<file path="src/rtl/pq_expiry_dispatcher_pkg.sv">
// Shared types for the priority-queue expiry dispatcher: cell layout,
// dispatcher FSM states and the wrap-safe deadline comparison.
package pq_expiry_dispatcher_pkg;

  localparam int QUEUE_DEPTH = 16;
  localparam int TIME_WIDTH  = 32;
  localparam int ID_WIDTH    = (QUEUE_DEPTH > 1) ? $clog2(QUEUE_DEPTH) : 1;
  localparam int CNT_WIDTH   = $clog2(QUEUE_DEPTH + 1);

  typedef logic [TIME_WIDTH-1:0] time_t;

  typedef struct packed {
    time_t               data;
    logic [ID_WIDTH-1:0] id;
  } cell_t;

  typedef enum logic [1:0] {
    IDLE,
    OUT,
    SETTLE
  } dispatch_state_e;

  // Deadline has passed (or is now) when now - deadline is non-negative in
  // modulo arithmetic; valid for deadlines less than half the range ahead.
  function automatic logic time_expired(input time_t now, input time_t deadline);
    time_t diff;
    diff = now - deadline;
    return ~diff[TIME_WIDTH-1];
  endfunction

endpackage

</file>
<file path="src/rtl/pq_timebase.sv">
// Free-running timebase: counts while enabled, wraps naturally, and can be
// loaded with an absolute value (load wins over counting).
module pq_timebase #(
  parameter int W = 32
) (
  input  logic         clk_i,
  input  logic         rst_i,
  input  logic         en_i,
  input  logic         load_i,
  input  logic [W-1:0] load_val_i,
  output logic [W-1:0] now_o
);

  logic [W-1:0] now_q, now_d;

  // Next time value: load, increment, or hold.
  always_comb begin
    now_d = now_q;
    if (load_i) begin
      now_d = load_val_i;
    end else if (en_i) begin
      now_d = now_q + W'(1);
    end
  end

  // Time register.
  always_ff @(posedge clk_i) begin
    if (rst_i) begin
      now_q <= '0;
    end else begin
      now_q <= now_d;
    end
  end

  assign now_o = now_q;

endmodule

</file>
<file path="src/rtl/pq_expiry_dispatcher.sv">
// Expiry dispatcher: watches the priority-queue head against a local
// timebase, pops expired cells and offers them on a valid/ready port.
// Optional lateness reporting is built when PQ_DISPATCH_LATENESS_EN is defined.
module pq_expiry_dispatcher
  import pq_expiry_dispatcher_pkg::*;
(
  input  logic                  clk_i,
  input  logic                  rst_i,
  input  logic                  en_i,
  input  logic                  time_load_i,
  input  logic [TIME_WIDTH-1:0] time_val_i,
  output logic [TIME_WIDTH-1:0] now_o,
  input  cell_t                 pq_head_i,
  input  logic                  pq_head_valid_i,
  output logic                  pq_pop_o,
  input  logic                  pq_ready_i,
  output cell_t                 evt_o,
  output logic                  evt_valid_o,
`ifdef PQ_DISPATCH_LATENESS_EN
  output logic [TIME_WIDTH-1:0] late_o,
  output logic [TIME_WIDTH-1:0] late_max_o,
`endif
  input  logic                  evt_ready_i
);

  logic [TIME_WIDTH-1:0] now_q;
  dispatch_state_e       state_q, state_d;
  cell_t                 evt_q, evt_d;
  logic                  pop_q, pop_d;
  logic                  expired;
  logic                  launch;

  pq_timebase #(.W(TIME_WIDTH)) u_timebase (
    .clk_i      (clk_i),
    .rst_i      (rst_i),
    .en_i       (en_i),
    .load_i     (time_load_i),
    .load_val_i (time_val_i),
    .now_o      (now_q)
  );

  // Compare uses the pre-load time, so a same-cycle load never masks expiry.
  assign expired = pq_head_valid_i && time_expired(now_q, pq_head_i.data);

  // Dispatch FSM: pop on expiry, hold the cell until accepted, then give the
  // queue at least one cycle to present a fresh head before looking again.
  always_comb begin
    state_d = state_q;
    evt_d   = evt_q;
    pop_d   = 1'b0;
    launch  = 1'b0;
    case (state_q)
      IDLE: begin
        if (en_i && expired && pq_ready_i) begin
          launch  = 1'b1;
          evt_d   = pq_head_i;
          pop_d   = 1'b1;
          state_d = OUT;
        end
      end
      OUT: begin
        if (evt_ready_i) begin
          state_d = SETTLE;
        end
      end
      SETTLE: begin
        if (pq_ready_i) begin
          state_d = IDLE;
        end
      end
      default: state_d = IDLE;
    endcase
  end

  // FSM, captured cell and pop strobe registers.
  always_ff @(posedge clk_i) begin
    if (rst_i) begin
      state_q <= IDLE;
      evt_q   <= '0;
      pop_q   <= 1'b0;
    end else begin
      state_q <= state_d;
      evt_q   <= evt_d;
      pop_q   <= pop_d;
    end
  end

  assign now_o       = now_q;
  assign pq_pop_o    = pop_q;
  assign evt_o       = evt_q;
  assign evt_valid_o = (state_q == OUT);

`ifdef PQ_DISPATCH_LATENESS_EN
  logic [TIME_WIDTH-1:0] late_q, late_d;
  logic [TIME_WIDTH-1:0] late_max_q, late_max_d;

  // Lateness of the cell being launched, and the running worst case.
  always_comb begin
    late_d     = late_q;
    late_max_d = late_max_q;
    if (launch) begin
      late_d = now_q - pq_head_i.data;
      if (late_d > late_max_q) begin
        late_max_d = late_d;
      end
    end
  end

  // Lateness registers, held alongside the captured cell.
  always_ff @(posedge clk_i) begin
    if (rst_i) begin
      late_q     <= '0;
      late_max_q <= '0;
    end else begin
      late_q     <= late_d;
      late_max_q <= late_max_d;
    end
  end

  assign late_o     = late_q;
  assign late_max_o = late_max_q;
`endif

endmodule

</file>
<file path="config.mk">
export PLATFORM = sky130hd
export DESIGN_NAME = pq_expiry_dispatcher
export DESIGN_NICKNAME = d
export VERILOG_FILES = /design/src/rtl/pq_expiry_dispatcher_pkg.sv /design/src/rtl/pq_timebase.sv /design/src/rtl/pq_expiry_dispatcher.sv
export SDC_FILE = /design/constraint.sdc
export NUM_CORES = 1
export LEC_CHECK = 0
export CAP_MARGIN = 20
export CORE_ASPECT_RATIO = 0.6
export CORE_MARGIN = 2
export CORE_UTILIZATION = 46
export DETAILED_ROUTE_END_ITERATION = 6
export GPL_TIMING_DRIVEN = 0
export HOLD_SLACK_MARGIN = 0.02
export PLACE_DENSITY = 0.87
export SETUP_SLACK_MARGIN = 0.02
export SLEW_MARGIN = 20
export SYNTH_ARGS = -nofsm -noshare
export SYNTH_HDL_FRONTEND = slang
export SYNTH_SLANG_ARGS = --single-unit
</file>
<file path="constraint.sdc">
create_clock -name clk_i -period 3.35 [get_ports clk_i]
set_input_delay 0.8375 -clock clk_i [delete_from_list [all_inputs] [get_ports clk_i]]
set_output_delay 0.8375 -clock clk_i [all_outputs]
set_load 0.005 [all_outputs]
</file>
# After elaboration in Yosys (flattened, before gate mapping)
# Index checks and enable logic that the tools add are counted.
[word_totals]
reg_bits = 71
inputBits = 75
out_inout_bits = 70
word_cells = 29
[classes]
addsub = 2
n_eq_ne = 5
muxes = 7
bitwise = 2
reduce_logical = 8
[ops]
columns = ["operator", "count"]
rows = [
  ["32-bit two-way mux", 2],
  ["32-bit by 1-bit adder with 32-bit output, second input constant", 1],
  ["32-bit subtractor", 1],
  ["2-bit two-way mux", 3],
  ["2-bit case mux with 3 select lines", 1],
  ["2-bit inequality test, second input constant", 2],
  ["1-bit logical AND", 3],
  ["3-bit AND reduction", 1],
  ["2-bit by 1-bit equality test with 1-bit output, second input constant", 1],
  ["2-bit equality test, second input constant", 1],
  ["2-bit logical NOT", 1],
  ["2-bit by 1-bit inequality test with 1-bit output, second input constant", 1],
  ["1-bit inverter", 2],
  ["2-bit AND reduction", 1],
  ["2-bit nonzero test", 1],
  ["2-bit OR reduction", 1],
  ["1-bit two-way mux", 1],
]

# Longest topological paths before layout
[logic_depth]
ltp_word = 7
ltp_mapped = 11
mapped_depth_nobuf = 9

# Hierarchy
# A second synthesis with hierarchy kept.
[unflattened]
cells_unflattened = 525
area_unflattened_um2 = 4474.3
[modules_own_cells]
columns = ["module", "instances", "cells_each", "area_per_inst_um2", "seq_area_each_um2"]
rows = [
  ["pq_expiry_dispatcher", 1, 284, 2549.9, 780.7],
  ["pq_timebase", 1, 241, 1924.3, 640.6],
]

# Worst setup path after synthesis
# OpenSTA, ideal clock, no wires.
[synth_timing]
path_kind = "input to register"
start = "input pq_head_i[6] in the netlist's numbering"
end = "register evt_q (netlist bit evt_o[0])"
setup_ps = 72
arrival_time_ps = 2642
required_time_ps = 3278
slack_ps = 636
stages = 10
n_path_buf = 2
cell_sequence = "inv_1 > ha_1 > a21oi_1 > a2111oi_4 > o31ai_2 > and4_4 > o21a_1 > buf_6 > buf_12 > mux2i_1"
[synth_between]
elab_chain_len = 6
[synth_rtl]
columns = ["element", "line_no", "text"]
rows = [
  ["from (decl)", "pq_expiry_dispatcher.sv:13", "input cell_t pq_head_i,"],
  ["32-bit subtractor", "pq_expiry_dispatcher_pkg.sv:27", "diff = now - deadline;"],
  ["1-bit inverter", "pq_expiry_dispatcher_pkg.sv:28", "return ~diff[TIME_WIDTH-1];"],
  ["1-bit logical AND", "pq_expiry_dispatcher.sv:43", "assign expired = pq_head_valid_i && time_expired(now_q, pq_head_i.data);"],
  ["1-bit logical AND (2 in series)", "pq_expiry_dispatcher.sv:54", "if (en_i && expired && pq_ready_i) begin"],
  ["2-bit AND reduction (no source line)", "--", ""],
  ["to (signal assigned)", "pq_expiry_dispatcher.sv:83", "evt_q <= evt_d;"],
  ["to (decl)", "pq_expiry_dispatcher.sv:28", "cell_t evt_q, evt_d;"],
]
# Every way passes these cells.
# A chain may end at the register's enable or synchronous reset.

# Worst setup path after layout
[layout_timing]
start = "input pq_head_i[16] in the netlist's numbering"
end = "register evt_q (netlist bit evt_o[2])"
# Same word-level chain as after synthesis.

==> results.sh <==
export IMPL_status="finished clean"
export IMPL_arrival_ns=3.54
export IMPL_worstSetupPathType="in2reg"
export IMPL_fin_skew_ns=0.00436
export IMPL_drtAntennaViolNets=0
export IMPL_grt_overflow=0
export IMPL_worstHoldStart="evt_o[29]"
export IMPL_io_buffers=141
export IMPL_ios=145
export IMPL_clk_latency_ns=0.34
export IMPL_power_frac_seq_pct=41.1
export IMPL_drcViolationCount=0
export IMPL_rr_startpoint="u_timebase.now_o[14]"
export IMPL_gp_congestion=0.842
export IMPL_design_area_mm2=0.00642
export IMPL_grt_pass1_vias=4116
export IMPL_synth_area_top_cells="dfxtp_1 (33%), nand2b_1 (11%), mux2i_1 (9.3%)"
export IMPL_syn_inst=504
export IMPL_worstPathRequired_ns=3.57
export IMPL_dieArea_mm2=0.0102
export IMPL_peakVddDrop_uv=257
export IMPL_fin_crit_ns=3.31
export IMPL_p_int_w=0.00168
export IMPL_vias=4141
export IMPL_maxCapViolCount=0
export IMPL_synth_cell_types=43
export IMPL_netSwitchingFraction_pct=25.6
export IMPL_avgSynthCellArea_um2=8.55
export IMPL_dr_pass1_iters=5
export IMPL_cts_buffer_depth=2
export IMPL_die_y_um=79.0
export IMPL_grt_pass1_wl_um=20500
export IMPL_antennaDiodeCount=0
export IMPL_p_per_area_mw_per_mm2=352
export IMPL_grt_max_degree=11
export IMPL_cts_sinks=71
export IMPL_ys_seq_elements=71
export IMPL_rows=27
export IMPL_dp_hpwl_um=9830
export IMPL_tns_ns=0
export IMPL_syn_to_final_growth_pct=48.9
export IMPL_fmax_ghz=0.302
export IMPL_hp_class="reg2reg"
export IMPL_dr_wl_met2_um=5900
export IMPL_slew_violations=0
export IMPL_netlist_area_mm2=0.00431
export IMPL_power_frac_comb_pct=19.3
export IMPL_cts_tree="yes"
export IMPL_ys_seq_area_share_pct=33.0
export IMPL_antenna_found_initial=0
export IMPL_final_layout_size_suffix_gt1_share_pct=7.73
export IMPL_synthesis_nets=610
export IMPL_wl_met1_um=6180
export IMPL_placed_area_mm2=0.00589
export IMPL_start_kind="primary input"
export IMPL_final_nets=774
export IMPL_netSwitchingPower_w=0.000579
export IMPL_num_fill_cells=718
export IMPL_grtUsageTotal_pct=26.0
export IMPL_yosys_area_top_type="dfxtp_1"
export IMPL_fin_crit_sh_pct=98.9
export IMPL_p_leak_nw=2.54
export IMPL_drt_iter0_drc=211
export IMPL_slew_headroom_pct=51.6
export IMPL_route_top_layer_used="met4"
export IMPL_die_x_um=129
export IMPL_core_area_mm2=0.00916
export IMPL_path_clk_slew_ns=0.05
export IMPL_finalSetupViolCount=0
export IMPL_routed_wl_um=13300
export IMPL_htree_num_levels=3
export IMPL_start_util_pct=47.1
export IMPL_critPathCaptureType="register"
export IMPL_hold_violations=0
export IMPL_synth_top_area_share_pct=33.0
export IMPL_clock_power_share_pct=39.5
export IMPL_route_met3_wl_um=984
export IMPL_worstMarginPinSlew_ns=0.726
export IMPL_cp_max_fo=7
export IMPL_final_util_pct=70.1
export IMPL_cts_buffers_inserted=9
export IMPL_via_per_inst=5.16
export IMPL_yosysWarnings=0
export IMPL_clock_root_buffer="clkbuf_16"
export IMPL_crit_path_start="pq_head_i[16]"
export IMPL_routedWlPerCell_um=16.5
path summary, 6_finish.rpt:
path | to | slack [ns] | depth (start not counted)
max reg2reg | evt_o[2] | 0.66 | 11
min reg2reg | evt_o[29] | 0.47 | 2
max | evt_o[2] | 0.04 | 13
min | evt_o[29] | 0.47 | 2
synthesized netlist by cell type:
master	number
nand2b_1	73
dfxtp_1	71
nor2_1	46
mux2i_1	40
a21oi_1	38
inv_1	35
ha_1	31
nand2_1	24
clkbuf_1	19
nand3_1	17
xor2_1	16
o21ai_0	13
xnor2_1	13
nand4_1	11
nor2b_1	7
and3_1	5
and4_1	5
o21a_1	5
buf_12	3
or3_1	3
a221oi_1	2
a31oi_1	2
and2_1	2
nand3_2	2
nor3_2	2
nor4_1	2
a2111oi_4	1
a21o_1	1
a22oi_1	1
a31o_2	1
and4_4	1
buf_2	1
buf_6	1
nand3b_1	1
nand4_2	1
nor2_2	1
nor3_1	1
nor4_4	1
nor4b_4	1
o211ai_1	1
o21ai_1	1
o31ai_2	1
or2_2	1
placed cells by master (no fill, tap or decap), types with 2 or more instances in the layout:
master,n
nand2_1,22
clkbuf_8,2
o21a_1,4
clkbuf_16,13
buf_4,8
ha_4,4
nor2b_1,7
xnor2_1,13
and4_1,3
and3_1,5
nand4_1,11
clkdlybuf4s50_1,139
and2_1,2
ha_1,27
nand3_1,17
nor3_2,2
and4_4,3
inv_1,35
mux2i_1,40
nand2b_1,73
dlymetal6s2s_1,2
or3_1,3
buf_12,4
clkbuf_1,24
o21ai_0,13
xor2_1,16
nor2_1,46
dfxtp_1,71
nand3_2,2
nor4_1,2
a21oi_1,38
power by group through the flow:
stage / Combinational [W] / Sequential [W] / Clock, W
2_1_floorplan: 0.000190 / 0.000938 / 0
3_3_place_gp: 0.000390 / 0.000942 / 0
3_5_place_dp: 0.000402 / 0.000945 / 0
4_1_cts: 0.000408 / 0.000928 / 0.000913
5_1_grt: 0.000478 / 0.000936 / 0.000954
6_report: 0.000438 / 0.000931 / 0.000894
layer usage:
layer,vias up,GRT usage [%]
met4,0,8.15
li1,2039,-
met3,19,7.82
met1,1923,33.3
met2,160,42.3
met5,-,0
area by class of cell:
cell class	instances	area (µm²)	share of cell area, %
multi-input cells	374	2700	42.0
repair buffers	153	1580	24.6
flip-flops and latches	71	1420	22.1
clock buffers	16	272	4.23
well taps	130	163	2.53
plain buffers	24	156	2.44
inverters	35	131	2.05
worst max-delay path, cell delays in order:
cell	delay [ns]
clkdlybuf4s50_1	0.50
inv_1	0.05
ha_1	0.29
a21oi_1	0.17
o21ai_0	0.12
a221oi_1	0.31
a21o_1	0.29
buf_4	0.16
a31oi_2	0.10
o21a_2	0.26
buf_12	0.17
clkbuf_16	0.17
mux2i_1	0.12
through the flow:
stage / hold slack (ns) / total power [W] / cells / worst slack (ns)
finish: 0.470 / 0.00226 / 803 / 0.0357
global route: 0.496 / 0.00237 / 803 / -0.00531
CTS: 0.475 / 0.00225 / 791 / 0.0207
detailed placement: 0.465 / 0.00135 / 775 / -0.337
global placement: 0.458 / 0.00133 / 775 / -0.263
floorplan: 0.465 / 0.00113 / 504 / 0.636
timing repair:
| action | 4_1_cts | 5_1_grt |
|---|---|---|
| buffers inserted | 0 | 8 |
| pin swaps | 0 | 8 |
| gates cloned | 0 | 4 |
| setup endpoints to repair | 3 | 30 |
| hold buffers | 0 | 0 |
| resized for setup | 1 | 17 |
kinds of logic (layout without fill, tap and decap cells):
family	count (synthesis)	in the layout	synth area share (%)
fa+ha+maj	31	31	9.00
xor+xnor	29	29	5.89
compound gates	67	67	9.26
flops	71	71	33.0
simple gates	207	207	27.1
mux	40	40	9.29
buf+inv	59	228	6.47
flip-flops by register name, indices dropped and copies added, names as in the netlist:
register	flops
state_q	2
pq_pop_o	1
u_timebase.now_o	32
evt_o	36
(Power assumes the default switching activity.)
